[src/rtl/dmem_store_buffer.sv]
// Posted-write store buffer between the CPU data port and the word-addressed data RAM.
// Stores queue in a FIFO, drain one per cycle when the RAM is free, and forward to loads.
module dmem_store_buffer #(
  parameter int DEPTH  = 4,
  parameter int ADDR_W = 14
) (
  input  logic                       clk,
  input  logic                       rst,
  input  logic [31:0]                cpu_addr,
  input  logic [31:0]                cpu_wdata,
  input  logic                       cpu_we,
  output logic [31:0]                cpu_rdata,
  output logic                       stall,
  output logic [ADDR_W-1:0]          ram_addr,
  output logic [31:0]                ram_wdata,
  output logic                       ram_we,
  input  logic                       ram_busy,
  input  logic [31:0]                ram_rdata,
  output logic [$clog2(DEPTH+1)-1:0] count,
  output logic                       empty
);

  localparam int CW = $clog2(DEPTH + 1);
  localparam int PW = (DEPTH > 1) ? $clog2(DEPTH) : 1;
  localparam logic [CW-1:0] DEPTH_C = CW'(DEPTH);

  logic [ADDR_W-1:0] addr_mem [DEPTH];
  logic [31:0]       data_mem [DEPTH];
  logic [PW-1:0]     head_reg;
  logic [PW-1:0]     tail_reg;
  logic [CW-1:0]     count_reg;

  logic [ADDR_W-1:0] cpu_word;
  logic              drain;
  logic              accept;

  // Only the word-index slice of the byte address takes part in matching.
  logic unused_addr_bits;
  assign unused_addr_bits = ^{cpu_addr[31:ADDR_W+2], cpu_addr[1:0]};

  assign cpu_word = cpu_addr[ADDR_W+1:2];
  assign empty    = (count_reg == '0);
  assign drain    = !empty && !ram_busy && rst;
  assign accept   = cpu_we && rst && ((count_reg < DEPTH_C) || drain);
  assign stall    = cpu_we && rst && !accept;

  assign ram_we    = drain;
  assign ram_addr  = addr_mem[head_reg];
  assign ram_wdata = data_mem[head_reg];
  assign count     = count_reg;

  // Age-ordered view: slot gi is the entry gi positions behind the head.
  logic [PW-1:0] age_idx [DEPTH];
  logic [DEPTH-1:0] age_hit;

  genvar gi;
  generate
    for (gi = 0; gi < DEPTH; gi++) begin : g_age
      assign age_idx[gi] = head_reg + PW'(gi);
      assign age_hit[gi] = (CW'(gi) < count_reg) && (addr_mem[age_idx[gi]] == cpu_word);
    end
  endgenerate

  // Later (younger) hits override older ones; the incoming store is not visible yet.
  always_comb begin
    cpu_rdata = ram_rdata;
    for (int i = 0; i < DEPTH; i++) begin
      if (age_hit[i]) cpu_rdata = data_mem[age_idx[i]];
    end
  end

  always_ff @(posedge clk) begin
    if (accept) begin
      addr_mem[tail_reg] <= cpu_word;
      data_mem[tail_reg] <= cpu_wdata;
    end
  end

  always_ff @(posedge clk) begin
    if (!rst) begin
      head_reg  <= '0;
      tail_reg  <= '0;
      count_reg <= '0;
    end else begin
      if (drain)  head_reg <= head_reg + 1'b1;
      if (accept) tail_reg <= tail_reg + 1'b1;
      if (accept && !drain)      count_reg <= count_reg + 1'b1;
      else if (drain && !accept) count_reg <= count_reg - 1'b1;
    end
  end

endmodule

[config.mk]
export PLATFORM = sky130hd
export DESIGN_NAME = dmem_store_buffer
export DESIGN_NICKNAME = d
export VERILOG_FILES = /design/src/rtl/dmem_store_buffer.sv
export SDC_FILE = /design/constraint.sdc
export NUM_CORES = 1
export LEC_CHECK = 0
export BUFFER_PORTS_ARGS = -buffer_cell sky130_fd_sc_hd__buf_2
export CAP_MARGIN = 30
export CORE_ASPECT_RATIO = 1.25
export CORE_MARGIN = 5
export CORE_UTILIZATION = 55
export DETAILED_ROUTE_END_ITERATION = 6
export GPL_TIMING_DRIVEN = 1
export HOLD_SLACK_MARGIN = 0.03
export PLACE_DENSITY = 0.77
export RECOVER_POWER = 100
export SLEW_MARGIN = 15
export SYNTH_ARGS = -nofsm -noshare
export SYNTH_HDL_FRONTEND = slang
export SYNTH_SLANG_ARGS = --single-unit
[constraint.sdc]
create_clock -name clk -period 5 [get_ports clk]
set_clock_uncertainty 0.2 [all_clocks]
set_input_delay 0.5 -clock clk [delete_from_list [all_inputs] [get_ports clk]]
set_output_delay 0.5 -clock clk [all_outputs]
set_load 0.005 [all_outputs]
==> results of run 1 <==
==> worst max-delay path: cells and delay by family, from the launching register on <==
family | cells | cell delay, ns
simple gates | 1 | 0.34
buf+inv | 3 | 0.88
compound gates | 4 | 1.22
flops | 1 | 0.61
mux | 1 | 0.36
xor+xnor | 1 | 0.21
==> final timing paths <==
| kind | from | to | cells past startpoint |
|---|---|---|---|
| hold reg to reg | tail_reg[1] | tail_reg[1] | 2 |
| setup reg to reg | count[2] | addr_mem[2][13] | 3 |
| hold / removal | cpu_wdata[17] | data_mem[3][17] | 1 |
| setup / recovery | head_reg[0] | cpu_rdata[0] | 10 |
==> layer usage <==
layer  global-route usage, %  share of wire [%]  vias up
li1                        -                  -     4392
met1                    31.8                 38     4841
met3                    5.65                8.4       84
met4                    11.9                3.2        8
met2                    43.9                 50      437
met5                       0               0.12        -
==> synth_stat cells (all sizes together) (3+ instances only) <==
| cell type | n |
|---|---|
| a221oi | 5 |
| dfxtp | 9 |
| nor2 | 39 |
| o22ai | 8 |
| nand4 | 37 |
| clkbuf | 47 |
| or3 | 3 |
| mux2i | 80 |
| o31a | 32 |
| o22a | 35 |
| o21ai | 70 |
| o31ai | 34 |
| ha | 9 |
| xor2 | 14 |
| edfxtp | 184 |
| buf | 61 |
| and2 | 11 |
| inv | 43 |
| o211ai | 3 |
| mux2 | 37 |
| mux4 | 95 |
| nand2 | 46 |
| nor3 | 5 |
| xnor2 | 40 |
| a21oi | 41 |
| and4 | 33 |
==> area by class of cell <==
| type | count | area share [%] |
|---|---|---|
| clock buffer | 21 | 2.99 |
| tap | 325 | 2.76 |
| antenna | 7 | 0.119 |
| clock inverter | 11 | 0.900 |
| timing repair buffer | 197 | 6.82 |
| inverter | 43 | 1.09 |
| sequential | 193 | 38.8 |
| multi-input combinational | 702 | 46.5 |
==> per-stage QoR <==
step | hold slack (ns) | instances | utilization (%)
global route | 0.114 | 1495 | 62.1
floorplan | 0.269 | 1046 | -
global placement | 0.285 | 1457 | 59.9
detailed placement | 0.302 | 1457 | 59.9
CTS | 0.0546 | 1489 | 62.3
finish | 0.117 | 1499 | 62.1
==> where the power goes <==
| group | switching, mW | total [mW] | internal, mW |
|---|---|---|---|
| Combinational | 0.790 | 1.52 | 0.734 |
| Sequential | 0.117 | 1.96 | 1.84 |
| Clock | 0.586 | 1.33 | 0.740 |
| Total | 1.49 | 4.81 | 3.32 |
==> cell families after synthesis <==
kind of cell	count (synthesis)	share of synthesized area (%)
fa+ha+maj	9	0.851
flops	193	43.1
xor+xnor	54	3.57
mux	212	25.6
buf+inv	151	5.47
compound gates	243	13.6
simple gates	184	7.74
==> results.json, run 1 <==
{
  "cts_setup_buffers": 0,
  "yosysSeqAreaShare_pct": 43.1,
  "cts_buffer_depth": 2,
  "synth_nets": 1155,
  "cts_resized": 0,
  "cts_tree": "built",
  "core-area_um2": 23700,
  "grt_pass1_wl_um": 54800,
  "boundaryPins": 184,
  "cp_slowest_cell": "o311ai_4",
  "hold_viol_final": 0,
  "drive_above_1_share_pct": 27.0,
  "synth_ff_type": "edfxtp_1",
  "cts_root_buffer": "clkbuf_16",
  "portBuffers": 165,
  "clk-insertion-delay-late_ns": 0.44,
  "relSlewSlack_pct": -82.2,
  "drtIter0Drc": 803,
  "cp-start-kind": "flip-flop",
  "ctsHoldBuffers": 0,
  "crit_fanout": 24,
  "gp_congestion": 0.868,
  "yosys_warnings": 0,
  "syn-cell-area_um2": 13200,
  "clkTransAtPathRegs_ns": 0.07,
  "fin_nets": 1263,
  "routedWlPerCell_um": 23.7,
  "ant_nets": 0,
  "outcome": "finished, violations left",
  "fin_crit_sh_pct": 95.6,
  "fillCellCount": 1867,
  "ys_top_cells_by_area": "edfxtp_1 (42%), mux4_2 (15%), mux2i_1 (6.0%)",
  "dieArea_um2": 27300,
  "largest_reg_flops": 128,
  "setup_ws_ns": 0.219,
  "synth_top_area_share_pct": 41.8,
  "synth-seq-cells": 193,
  "worst_setup_path_end_kind": "output port",
  "num_rows": 63,
  "yosysTopAreaCell": "edfxtp_1",
  "place_area_um2": 14200,
  "critical_path_class": "reg2out",
  "grt-ovfl-total": 0,
  "antenna_found_initial": 8,
  "dp_slack_ns": 0.725,
  "die_w_um": 149,
  "period_needed_ns": 4.78,
  "ir_worst_vdd_mv": 0.271,
  "finalPower_mw": 4.81,
  "vias": 9762,
  "worstPathRequired_ns": 4.30,
  "cts-buffers-inserted": 17,
  "fin_setup_tns_ns": 0,
  "multiInputGateArea_um2": 6860,
  "cts_max_level": 4,
  "crit_top_cell": "buf_4",
  "design_area_um2": 14700,
  "syn_to_final_growth_pct": 11.4,
  "grt_setup_unrepaired": "false",
  "grt_max_degree": 109,
  "drt_wl_total_um": 35500,
  "power_density_nw_per_um2": 326,
  "start_util_pct": 55.8,
  "violations": "max-capacitance violations, max-slew violations",
  "max_stage_delay_ns": 0.86,
  "vias_per_cell": 6.51,
  "final-seq-area_um2": 5720,
  "grt_pass1_vias": 9889,
  "ys_types": 56,
  "arrival_ns": 4.08,
  "cts.sink_count": 193,
  "drtPass1Iterations": 5,
  "min_path_type": "in2reg",
  "synth-edff-count": 184,
  "tightestPinTransition_ns": 2.73,
  "drv_slew": 119,
  "drc": 0,
  "final_cell_mix": "edfxtp_1 (184), mux4_2 (87), clkbuf_1 (82), buf_2 (82), mux2i_1 (79)",
  "finalSetupViolCount": 0,
  "fmax_ghz": 0.209,
  "cellLeakagePower_nw": 4.72,
  "regToRegSetupSlack_ns": 1.11,
  "async_reset_ff_share_pct": 0,
  "die_h_um": 183,
  "max_cap_violations": 4,
  "final_common_cell": "edfxtp_1",
  "grtUsageTotal_pct": 25.9,
  "path_cells": "buf_4 > mux4_2 > xnor2_1 > o211ai_1 > nand4b_1 > o311ai_4 > buf_4 > o22a_1 > o21ai_1 > buf_2",
  "syn_area_per_cell_um2": 12.7,
  "place_hpwl_um": 23100,
  "syn_inst": 1046
}
Power figures use the tool's default switching activity.
==> run 2: changes to the inputs <==
--- a/config.mk
+++ b/config.mk
@@ -15,3 +15,3 @@
 export HOLD_SLACK_MARGIN = 0.03
-export PLACE_DENSITY = 0.77
+export PLACE_DENSITY_LB_ADDON = 0.08
 export RECOVER_POWER = 100
==> constraint.sdc (replaced) <==
create_clock -name clk -period 4.8 [get_ports clk]
set_clock_uncertainty 0.2 [all_clocks]
set_input_delay 0.48 -clock clk [delete_from_list [all_inputs] [get_ports clk]]
set_output_delay 0.48 -clock clk [all_outputs]
set_load 0.1 [all_outputs]
==> results.json, run 2 (synthesis results as in run 1) <==
{
  "worstPathRequired_ns": 4.12,
  "die_h_um": 183,
  "clkTransAtPathRegs_ns": 0.07,
  "syn_to_final_growth_pct": 12.6,
  "vias_per_cell": 6.45,
  "cts_setup_buffers": 0,
  "clk-insertion-delay-late_ns": 0.43,
  "hold_viol_final": 0,
  "critical_path_class": "reg2out",
  "r2r_start": "count[2]",
  "max_cap_violations": 4,
  "core-area_um2": 23700,
  "cts-buffers-inserted": 17,
  "vias": 9635,
  "grt_pass1_wl_um": 54900,
  "grtUsageTotal_pct": 25.9,
  "final-seq-area_um2": 5720,
  "cp-start-kind": "flip-flop",
  "fin_setup_tns_ns": 0,
  "multiInputGateArea_um2": 6860,
  "gp_congestion": 0.819,
  "whs_endpoint": "data_mem[2][8]",
  "drtIter0Drc": 796,
  "cp_slowest_cell": "dfxtp_4",
  "r2r_cells": 2,
  "start_util_pct": 55.8,
  "cts_tree": "built",
  "largest_reg_flops": 128,
  "portBuffers": 165,
  "min_path_type": "in2reg",
  "place_hpwl_um": 22400,
  "drc": 0,
  "worst_setup_path_end_kind": "output port",
  "crit_top_cell": "buf_4",
  "ant_nets": 0,
  "grt_setup_unrepaired": "false",
  "antenna_found_initial": 5,
  "grt-ovfl-total": 0,
  "dp_slack_ns": 0.640,
  "finalPower_mw": 5.88,
  "crit_fanout": 32,
  "num_rows": 63,
  "fin_nets": 1261,
  "ir_worst_vdd_mv": 0.292,
  "drt_wl_total_um": 35400,
  "final_cell_mix": "edfxtp_1 (184), clkbuf_1 (97), mux4_2 (87)",
  "cts_max_level": 4,
  "power_density_nw_per_um2": 394,
  "period_needed_ns": 4.64,
  "finalSetupViolCount": 0,
  "cts.sink_count": 193,
  "stdcell_count": 1493,
  "drtPass1Iterations": 5,
  "cts_root_buffer": "clkbuf_16",
  "die_w_um": 149,
  "grt_pass1_vias": 9766,
  "min-delay-start": "cpu_wdata[8]",
  "boundaryPins": 184,
  "regToRegSetupSlack_ns": 1.11,
  "final_common_cell": "edfxtp_1",
  "setup_ws_ns": 0.163,
  "min_delay_path_depth": 1,
  "arrival_ns": 3.96,
  "drive_above_1_share_pct": 25.6,
  "dieArea_um2": 27300,
  "violations": "max-capacitance violations, max-slew violations",
  "fillCellCount": 1887,
  "outcome": "finished, violations left",
  "max_stage_delay_ns": 0.53,
  "regToRegEndpoint": "data_mem[3][15]",
  "finish.utilization_pct": 62.8,
  "fmax_ghz": 0.216,
  "cellLeakagePower_nw": 4.74,
  "grt_max_degree": 104,
  "place_inst": 1457,
  "tightestPinTransition_ns": 2.82,
  "cts_buffer_depth": 2,
  "relSlewSlack_pct": -87.8,
  "drv_slew": 188,
  "fin_crit_sh_pct": 96.6,
  "routedWlPerCell_um": 23.7,
  "path_cells": "buf_4 > mux4_2 > xnor2_1 > nand4_1 > nor4_1 > buf_4 > o311ai_4 > buf_4 > o22a_1 > o21ai_1 > clkbuf_4"
}
[run 2: area by class of cell]
cell class	count	share of cell area [%]
Antenna cell	3	0.0504
Clock buffer	18	2.88
Clock inverter	14	1.04
Inverter	43	1.08
Multi-Input combinational cell	702	46.0
Sequential cell	193	38.4
Tap cell	325	2.73
Timing Repair Buffer	195	7.86
[run 2: worst max path at each step]
| stage | startpoint | to | slack, ns | cells past startpoint |
|---|---|---|---|---|
| floorplan | flip-flop | cpu_rdata[2] | 0.04 | 9 |
| global route | head_reg[0] | cpu_rdata[27] | 0.03 | 11 |
| finish | head_reg[0] | cpu_rdata[29] | 0.16 | 11 |
| CTS | head_reg[0] | cpu_rdata[0] | 0.11 | 10 |
| global placement | head_reg[0] | cpu_rdata[23] | 0.58 | 9 |
| detailed placement | head_reg[0] | cpu_rdata[0] | 0.64 | 10 |
[run 2: worst max-delay path, delay by kind of cell (launching register included)]
family / cells / cell delay [ns]
XOR/XNOR: 1 / 0.17
multiplexers: 1 / 0.53
AND/OR/NAND/NOR: 2 / 0.62
AO/OA/AOI/OAI: 3 / 0.49
buffers and inverters: 4 / 1.17
flip-flops: 1 / 0.53
[run 2: power breakdown]
group | switching, mW | total (mW) | internal (mW) | leakage (nW)
combinational | 1.70 | 2.45 | 0.758 | 2.71
sequential | 0.0845 | 2.01 | 1.92 | 1.75
clock | 0.642 | 1.42 | 0.779 | 0.285
total | 2.42 | 5.88 | 3.46 | 4.74
[run 2: per-stage QoR]
| stage | hold WS (ns) | cell area, µm² |
|---|---|---|
| after floorplan | 0.269 | 13200 |
| after global placement | 0.294 | 14700 |
| after detailed placement | 0.309 | 14700 |
| after CTS | 0.0373 | 15300 |
| after global routing | 0.0906 | 14900 |
| final | 0.0974 | 14900 |
[run 2: per-layer routing]
| layer | up-vias | share of wire (%) | track usage, % |
|---|---|---|---|
| met1 | 4812 | 38 | 31.5 |
| met3 | 67 | 7.1 | 5.01 |
| li1 | 4388 | - | - |
| met4 | 4 | 2.8 | 9.71 |
| met5 | - | 0.076 | 0 |
| met2 | 364 | 52 | 45.9 |
[run 2: repair_timing]
| action | in CTS | in global routing |
|---|---|---|
| endpoints found under the setup margin | 0 | 16 |
| resized for setup | 0 | 2 |
| hold buffers | 0 | 0 |
| hold endpoints to repair | 0 | 0 |
